### src/rtl/block_interleaver_if.sv
// Serial bit-stream handshake bundle for the block interleaver: write side in, read side out.
interface block_interleaver_if;
  logic data_i;
  logic valid_i;
  logic ready_o;
  logic data_o;
  logic valid_o;
  logic ready_i;
  logic sof_o;

  modport slave (
    input  data_i, valid_i, ready_i,
    output ready_o, data_o, valid_o, sof_o
  );

  modport master (
    output data_i, valid_i, ready_i,
    input  ready_o, data_o, valid_o, sof_o
  );
endinterface

### src/rtl/block_interleaver.sv
// Row/column block interleaver: rows are written into one ping-pong bank while
// the other bank is read out column-major through a registered output stage.
module block_interleaver #(
  parameter int ROWS = 4,
  parameter int COLS = 4
) (
  input  logic           clk,
  input  logic           rst,
  block_interleaver_if.slave bus
);
  localparam int N  = ROWS * COLS;
  localparam int CW = $clog2(N);
  localparam int RW = $clog2(ROWS);

  typedef enum logic [1:0] {EMPTY, FILLING, FULL, DRAINING} bank_st_e;

  bank_st_e        st_q [2];
  bank_st_e        st_d [2];
  logic [N-1:0]    mem  [2];
  logic            wsel, rsel;
  logic [CW-1:0]   wcnt, rcnt;
  logic [CW-1:0]   rd_idx, rcol;
  logic [RW-1:0]   rrow;
  logic            data_q, valid_q, sof_q;
  logic            accept, adv, rd_ok, rd, wlast, rlast;

  assign bus.ready_o = (st_q[wsel] == EMPTY) || (st_q[wsel] == FILLING);
  assign accept      = bus.valid_i && bus.ready_o;
  assign adv         = !valid_q || bus.ready_i;
  assign rd_ok       = (st_q[rsel] == FULL) || (st_q[rsel] == DRAINING);
  assign rd          = adv && rd_ok;
  assign wlast       = (wcnt == CW'(N-1));
  assign rlast       = (rcnt == CW'(N-1));

  assign bus.data_o  = data_q;
  assign bus.valid_o = valid_q;
  assign bus.sof_o   = sof_q;

  // Write and read never touch the same bank in one cycle: the bank states
  // that gate them are mutually exclusive.
  always_comb begin
    st_d[0] = st_q[0];
    st_d[1] = st_q[1];
    if (accept) st_d[wsel] = wlast ? FULL  : FILLING;
    if (rd)     st_d[rsel] = rlast ? EMPTY : DRAINING;
  end

  always_ff @(posedge clk or posedge rst) begin
    if (rst) begin
      st_q[0] <= EMPTY;
      st_q[1] <= EMPTY;
    end else begin
      st_q[0] <= st_d[0];
      st_q[1] <= st_d[1];
    end
  end

  always_ff @(posedge clk) begin
    if (accept) mem[wsel][wcnt] <= bus.data_i;
  end

  always_ff @(posedge clk or posedge rst) begin
    if (rst) begin
      wsel <= 1'b0;
      wcnt <= '0;
    end else if (accept) begin
      wcnt <= wlast ? '0 : wcnt + CW'(1);
      if (wlast) wsel <= ~wsel;
    end
  end

  // rd_idx tracks (rcnt % ROWS)*COLS + rcnt/ROWS incrementally: step by COLS
  // down a column, then jump to the top of the next column.
  always_ff @(posedge clk or posedge rst) begin
    if (rst) begin
      rsel    <= 1'b0;
      rcnt    <= '0;
      rd_idx  <= '0;
      rcol    <= '0;
      rrow    <= '0;
      data_q  <= 1'b0;
      valid_q <= 1'b0;
      sof_q   <= 1'b0;
    end else if (adv) begin
      if (rd_ok) begin
        data_q  <= mem[rsel][rd_idx];
        valid_q <= 1'b1;
        sof_q   <= (rcnt == '0);
        if (rlast) begin
          rcnt   <= '0;
          rd_idx <= '0;
          rcol   <= '0;
          rrow   <= '0;
          rsel   <= ~rsel;
        end else begin
          rcnt <= rcnt + CW'(1);
          if (rrow == RW'(ROWS-1)) begin
            rrow   <= '0;
            rcol   <= rcol + CW'(1);
            rd_idx <= rcol + CW'(1);
          end else begin
            rrow   <= rrow + RW'(1);
            rd_idx <= rd_idx + CW'(COLS);
          end
        end
      end else begin
        valid_q <= 1'b0;
        sof_q   <= 1'b0;
      end
    end
  end
endmodule

### src/flat_wrapper.sv
// flat-port wrapper written by rule: the top's interface ports become plain ports
module block_interleaver_flat 
#(
  parameter int ROWS = 4,
  parameter int COLS = 4
)
  (clk, rst, bus_data_i, bus_valid_i, bus_ready_i, bus_ready_o, bus_data_o, bus_valid_o, bus_sof_o);
  block_interleaver_if bus_i ();
  input  logic clk;
  input  logic rst;
  input wire logic [$bits(bus_i.data_i)-1:0] bus_data_i;
  input wire logic [$bits(bus_i.valid_i)-1:0] bus_valid_i;
  input wire logic [$bits(bus_i.ready_i)-1:0] bus_ready_i;
  output wire logic [$bits(bus_i.ready_o)-1:0] bus_ready_o;
  output wire logic [$bits(bus_i.data_o)-1:0] bus_data_o;
  output wire logic [$bits(bus_i.valid_o)-1:0] bus_valid_o;
  output wire logic [$bits(bus_i.sof_o)-1:0] bus_sof_o;
  assign bus_i.data_i = bus_data_i;
  assign bus_i.valid_i = bus_valid_i;
  assign bus_i.ready_i = bus_ready_i;
  assign bus_ready_o = bus_i.ready_o;
  assign bus_data_o = bus_i.data_o;
  assign bus_valid_o = bus_i.valid_o;
  assign bus_sof_o = bus_i.sof_o;
  block_interleaver #(.ROWS(ROWS), .COLS(COLS)) u_core (.clk(clk), .rst(rst), .bus(bus_i));
endmodule
### config.mk
export PLATFORM = sky130hd
export DESIGN_NAME = block_interleaver_flat
export DESIGN_NICKNAME = d
export VERILOG_FILES = /design/src/rtl/block_interleaver_if.sv /design/src/rtl/block_interleaver.sv /design/src/flat_wrapper.sv
export SDC_FILE = /design/constraint.sdc
export NUM_CORES = 1
export LEC_CHECK = 0
export BUFFER_PORTS_ARGS = -buffer_cell sky130_fd_sc_hd__clkbuf_2
export CAP_MARGIN = 20
export CORE_ASPECT_RATIO = 0.7
export CORE_MARGIN = 2
export CORE_UTILIZATION = 45
export CTS_CLUSTER_DIAMETER = 200
export DETAILED_ROUTE_END_ITERATION = 12
export PLACE_DENSITY = 0.7
export SYNTH_ARGS = -nofsm -noshare
export SYNTH_HDL_FRONTEND = slang
export SYNTH_SLANG_ARGS = --single-unit
### constraint.sdc
create_clock -name clk -period 4.3 [get_ports clk]
set_input_delay 0.215 -clock clk [delete_from_list [all_inputs] [get_ports clk]]
set_output_delay 0.215 -clock clk [all_outputs]
set_load 0.01 [all_outputs]
After elaboration in Yosys (flattened, before gate mapping)
Memory sizes are Yosys's and may differ from the RTL's. Index checks and enable logic that the tools add are counted.

Memory bits (writable): 32. Memories kept: 1. Output and inout port bits: 4. Flip-flop bits (word level): 27. Word-level logic and storage cells: 83.

Memories: u_core.mem (words 2, bits a word 16, read ports 1, clocked after memory_dff 0, write ports 1, line block_interleaver.sv:19) `logic [N-1:0] mem [2];`.

Mux-type cells: 32. Equal/unequal tests: 6. $add $sub $neg: 5. $lt $le $gt $ge: 7. Bitwise logic cells: 4. Reduce and logical (&&, ||, !) cells: 16.

Operators by type and width (count): 4-bit two-way mux (8); 2-bit two-way mux (12); 16-bit two-way mux (1); 4-bit by 1-bit adder with 4-bit output, second input constant (3); 4-bit by 5-bit < comparator with 1-bit output, second input constant (2); 4-bit bitwise mux (2); 4-bit equality test, second input constant (2); 2-bit equality test, second input constant (3); 3-bit AND reduction (2); 1-bit logical AND (5); 1-bit two-way mux (5); 4-bit by 3-bit adder with 4-bit output, second input constant (1); 1-bit binary-select mux with 4-bit select (1); 1-bit demux with 4-bit select (1); 2-bit demux with 1-bit select (2); 2-bit >= comparator, second input constant (2); 4-bit by 1-bit >= comparator with 1-bit output, second input constant (1); 4-bit zero test (1); 2-bit by 1-bit < comparator with 1-bit output, second input constant (2); 1-bit inverter with 2-bit output (2); 2-bit AND reduction (2); 1-bit logical OR (3); 2-bit by 1-bit adder with 2-bit output, second input constant (1); 2-bit by 1-bit equality test with 1-bit output, second input constant (1); other kinds (4) (5).

Depth between registers and ports, before layout
Depth in word-level cells: 10. Gate-level depth with buffers: 7. Gate-level depth less buffers: 5.

Worst setup path after synthesis
Ideal clock, no wire load.

Path type: flip-flop to flip-flop. From: register u_core.wsel. To: memory u_core.mem[0][13] in the netlist's numbering, enable pin. Cell stages (with the launch flop): 6. Path slack: 2485 ps. Period minus slack after synthesis: 1815 ps. Setup time: 313 ps. Buffers on the path: 1. Data arrival time: 1502 ps. Required time: 3987 ps. Cell sequence: dfrtp_1 > mux2i_1 > and2_1 > clkbuf_1 > nand2_1 > nor3_1.

Longest elaborated chain between the ends: 9. Elaborated cells between the ends (all ways): 10. Those cells by class: eq/ne (1); mux (5); bitwise (1); reduce/logical (3).

Ends and longest elaborated chain: from (decl) (line block_interleaver.sv:20) `logic wsel, rsel;`; from (signal assigned) (line block_interleaver.sv:68) `if (wlast) wsel <= ~wsel;`; 1-bit inverter with 2-bit output (not written as such) (*) (line block_interleaver.sv:27) `assign bus.ready_o = (st_q[wsel] == EMPTY) || (st_q[wsel] == FILLING);`; 2-bit two-way mux (not written as such) (*) (3 in a row) (line block_interleaver.sv:27); 2-bit by 1-bit equality test with 1-bit output / 2-bit zero test (equally long branches) (line block_interleaver.sv:27); 1-bit logical OR (*) (line block_interleaver.sv:27); via bus_ready_o (line flat_wrapper.sv:14) `output wire logic [$bits(bus_i.ready_o)-1:0] bus_ready_o;`; 1-bit logical AND (*) (line block_interleaver.sv:28) `assign accept = bus.valid_i && bus.ready_o;`; 1-bit two-way mux (*) (line block_interleaver.sv:59) `if (accept) mem[wsel][wcnt] <= bus.data_i;`; 16-bit two-way mux (not written as such) (*) (line block_interleaver.sv:59); to (decl) (line block_interleaver.sv:19).

Mark *: on every way through the listed nets, which the timed path passes. The rest lies on a longest branch. The select of a mux whose other input is x is not followed.

Worst setup path in the final report
From: register u_core.rsel. To: register u_core.rcol[0].

Longest elaborated chain between the ends: 7. Elaborated cells between the ends (all ways): 8. Those cells by class: eq/ne (2); mux (3); bitwise (1); reduce/logical (2).

Ends and longest elaborated chain: from (decl) (line block_interleaver.sv:20); from (signal assigned) (line block_interleaver.sv:94) `rsel <= ~rsel;`; 1-bit inverter with 2-bit output (not written as such) (*) (line block_interleaver.sv:30) `assign rd_ok = (st_q[rsel] == FULL) || (st_q[rsel] == DRAINING);`; 2-bit two-way mux (not written as such) (*) (3 in a row) (line block_interleaver.sv:30); 2-bit equality test (line block_interleaver.sv:30); 1-bit logical OR (*) (line block_interleaver.sv:30); 3-bit AND reduction (no source line) (*); to (signal assigned) (line block_interleaver.sv:99) `rcol <= rcol + CW'(1);`; to (decl) (line block_interleaver.sv:22) `logic [CW-1:0] rd_idx, rcol;`.

Every way passes the cells marked *; elsewhere a longest branch is shown, timed or not. The select of a mux whose other input is x is not followed. A chain may end at the register's enable or synchronous reset.

==> results.json <==
{
  "synth_xor_area_share_pct": 1.937,
  "tns_ns": 0,
  "die-height_um": 68.96,
  "fmax_mhz": 409.3,
  "drc": 0,
  "setup_violations": 0,
  "ant_nets": 0,
  "antenna_found_initial": 0,
  "power_density_nw_per_um2": 632.4,
  "synth_area_sq_um": 2713,
  "cts.reportedPaths.clkPinSlew_ns": 0.06,
  "synth.area.top_cells": "edfxtp_1, dfrtp_1, mux2i_1",
  "via_count": 1681,
  "leakage_nw": 1.155,
  "die_w_um": 96.80,
  "reg2reg_slack_ns": 1.86,
  "timing_worst_setup_path_type": "reg -> reg",
  "synthAdderAreaFrac_pct": 4.151,
  "routed_via_density": 5.303,
  "hold_class": "in -> reg",
  "grt_setup_unrepaired": "no",
  "grt_pass1_vias": 1684,
  "synth.avg_cell_area_sq_um": 12.06,
  "drv_slew": 0,
  "synth_area_leader_cell": "edfxtp_1",
  "synth_simple_gate_area_share_pct": 13.70,
  "fin_hold_ws_ns": 0.2567,
  "pwr-share-clk_pct": 26.7,
  "p_seq_share_pct": 43.5,
  "drtIter0Drc": 117,
  "clock_skew_ns": 0.007437,
  "dpl_worst_slack_ns": 1.883,
  "start_kind": "flop",
  "antennaDiodeCount": 0,
  "max_cap_viol_count": 0,
  "worstSkewPairLatency_ns": 0.34,
  "initial_utilization_pct": 46.90,
  "first_pass_iters": 4,
  "outcome": "complete, no violations",
  "fin_area_sq_um": 3028,
  "drt_wl_total_um": 5052,
  "ys_seq_elements": 57,
  "p_int_w": 0.001234,
  "io_buffers": 8,
  "min_period_over_period_pct": 56.81,
  "rows": 23,
  "synth_compound_area_share_pct": 6.965,
  "p_sw_share_pct": 35.55,
  "cts.path.max_buffers": 2,
  "combinationalPowerShare_pct": 29.8,
  "h-tree-depth": 3,
  "yosysWarnings": 0,
  "coreArea_sq_um": 5784,
  "wl_per_cell_um": 15.94,
  "end_kind": "flop",
  "clock-sinks": 57,
  "arrival_ns": 2.71,
  "cts_setup_buffers": 0,
  "syn-num-nets": 239,
  "final_nets": 251,
  "grt_max_degree": 33,
  "synth_top_area_share_pct": 35.42,
  "area_growth_pct": 11.62,
  "fillers": 488,
  "cp.required_ns": 4.57,
  "cts_tree": "done",
  "io_pins": 9,
  "dp.cells": 299,
  "switchingPower_w": 0.0006808,
  "grt_usage_pct": 16.78,
  "layout_min_cycle_time_ns": 2.443,
  "drive_gt1_share_pct": 12.81,
  "timing_hold_violations_final": 0,
  "place_congestion": 0.7514,
  "relSlewSlack_pct": 29.64,
  "dp_hpwl_um": 3382,
  "worst_pin_slew_ns": 1.055,
  "synth.distinct_cells": 37,
  "ir_worst_vdd_v": 0.0003383,
  "muxShareOfSynthArea_pct": 11.53,
  "numCtsBuffers": 9,
  "ys_seq_area_share_pct": 58.49,
  "worst_slack_ns": 1.857,
  "fin_cells": 317,
  "clock-root-buffer": "clkbuf_8",
  "synth_top_family_by_area": "simple AND/OR/NAND/NOR gates",
  "grt_pass1_wl_um": 8307,
  "synthCells": 225,
  "dieArea_sq_um": 6675,
  "gr-total-overflow": 0,
  "place_area_sq_um": 2785,
  "crit_fanout": 21
}
cells in the final DEF (no fill, tap or decap), types with 3 or more instances in the layout:
| master | n |
|---|---|
| a22o_1 | 3 |
| ha_1 | 9 |
| edfxtp_1 | 32 |
| clkbuf_8 | 9 |
| nand3_1 | 7 |
| nand2_1 | 25 |
| clkbuf_2 | 8 |
| nor3_1 | 5 |
| a32o_1 | 4 |
| clkinv_2 | 3 |
| inv_1 | 7 |
| o21ai_1 | 3 |
| mux2i_1 | 20 |
| xnor2_1 | 4 |
| dfrtp_1 | 25 |
| nor2_1 | 34 |
| nor2b_1 | 4 |
| o21ai_0 | 8 |
| mux4_2 | 4 |
flip-flops by register name (all words and copies together), names as in the netlist:
register / count
u_core.st_q: 2
u_core.rcnt: 4
u_core.rcol: 4
u_core.mem: 32
u_core.bus.data_o: 1
u_core.rrow: 2
u_core.bus.sof_o: 1
u_core.bus.valid_o: 1
u_core.wcnt: 4
u_core.rd_idx: 4
u_core.rsel: 1
u_core.wsel: 1
routing by layer:
layer / part of all wire (%) / GRT usage (%)
met1: 52 / 22.91
met2: 43 / 25.09
met3: 3.4 / 5.444
met4: 1.6 / 6.866
met5: 0 / 0
worst max-delay path: stages, from the launching register on:
cell and delay [ns]:
dfrtp_1 1.04, mux2i_1 0.32, nor3_1 0.64, nand2_1 0.19
o21ai_0 0.18
cell usage after synthesis (all sizes together):
master   number
and3          2
nand3b        1
nand3         7
or3           2
a31oi         1
xnor2         4
edfxtp       32
o211ai        2
nand2b        1
dfrtp        25
a21oi         1
and2          2
clkbuf        5
ha            9
mux2          2
a2bb2oi       1
nor3b         1
o32a          1
o21ai        11
o41ai         1
nand4         1
nor3          5
a22o          3
mux4          4
nand2        25
nor2b         4
nor2         34
mux2i        20
inv           7
a32o          4
xor2          2
buf           4
o22ai         1
path summary, 6_finish.rpt:
path	endpoint	cells past startpoint	from
hold / removal	u_core.wsel	3	bus_valid_i
max in group asynchronous	u_core.rrow[1]	4	rst
hold reg to reg	u_core.rrow[1]	2	u_core.rrow[1]
min in group asynchronous	u_core.wsel	3	rst
setup / recovery	u_core.rcol[0]	4	u_core.rsel
setup reg to reg	u_core.rcol[0]	4	u_core.rsel
through the flow:
| stage | power (W) | util (%) |
|---|---|---|
| 2_1_floorplan | 0.001268 | - |
| 3_3_place_gp | 0.001381 | 48.15 |
| 3_5_place_dp | 0.001404 | 48.15 |
| 4_1_cts | 0.001917 | 51.70 |
| 5_1_grt | 0.002030 | 52.35 |
| 6_report | 0.001915 | 52.35 |
cell families after synthesis:
logic type      after synthesis
flops                        57
mux                          26
fa+ha+maj                     9
simple gates                 85
xor+xnor                      6
compound gates               26
buf+inv                      16
repair_timing:
action | 4_1_cts | 5_1_grt
hold buffers | 0 | 1
gates resized for setup | 0 | 0
hold endpoints to repair | 0 | 5
power by group through the flow:
| stage | clock network, W | logic [W] | registers (W) |
|---|---|---|---|
| after floorplan | 0 | 0.000503 | 0.000766 |
| after global placement | 0 | 0.000544 | 0.000837 |
| after detailed placement | 0 | 0.000564 | 0.000840 |
| after CTS | 0.000520 | 0.000568 | 0.000830 |
| after global routing | 0.000539 | 0.000638 | 0.000853 |
| final | 0.000511 | 0.000570 | 0.000833 |
area by class of cell:
class / instances / area [sq um] / share of cell area (%)
clock buffer: 11 / 152.6 / 5.041
clock inverter: 5 / 52.55 / 1.736
inverter: 7 / 26.28 / 0.8678
multi-input combinational: 152 / 1039 / 34.30
sequential: 57 / 1587 / 52.40
tap: 75 / 93.84 / 3.099
timing repair buffer: 10 / 77.57 / 2.562
(Power assumes the default switching activity.)
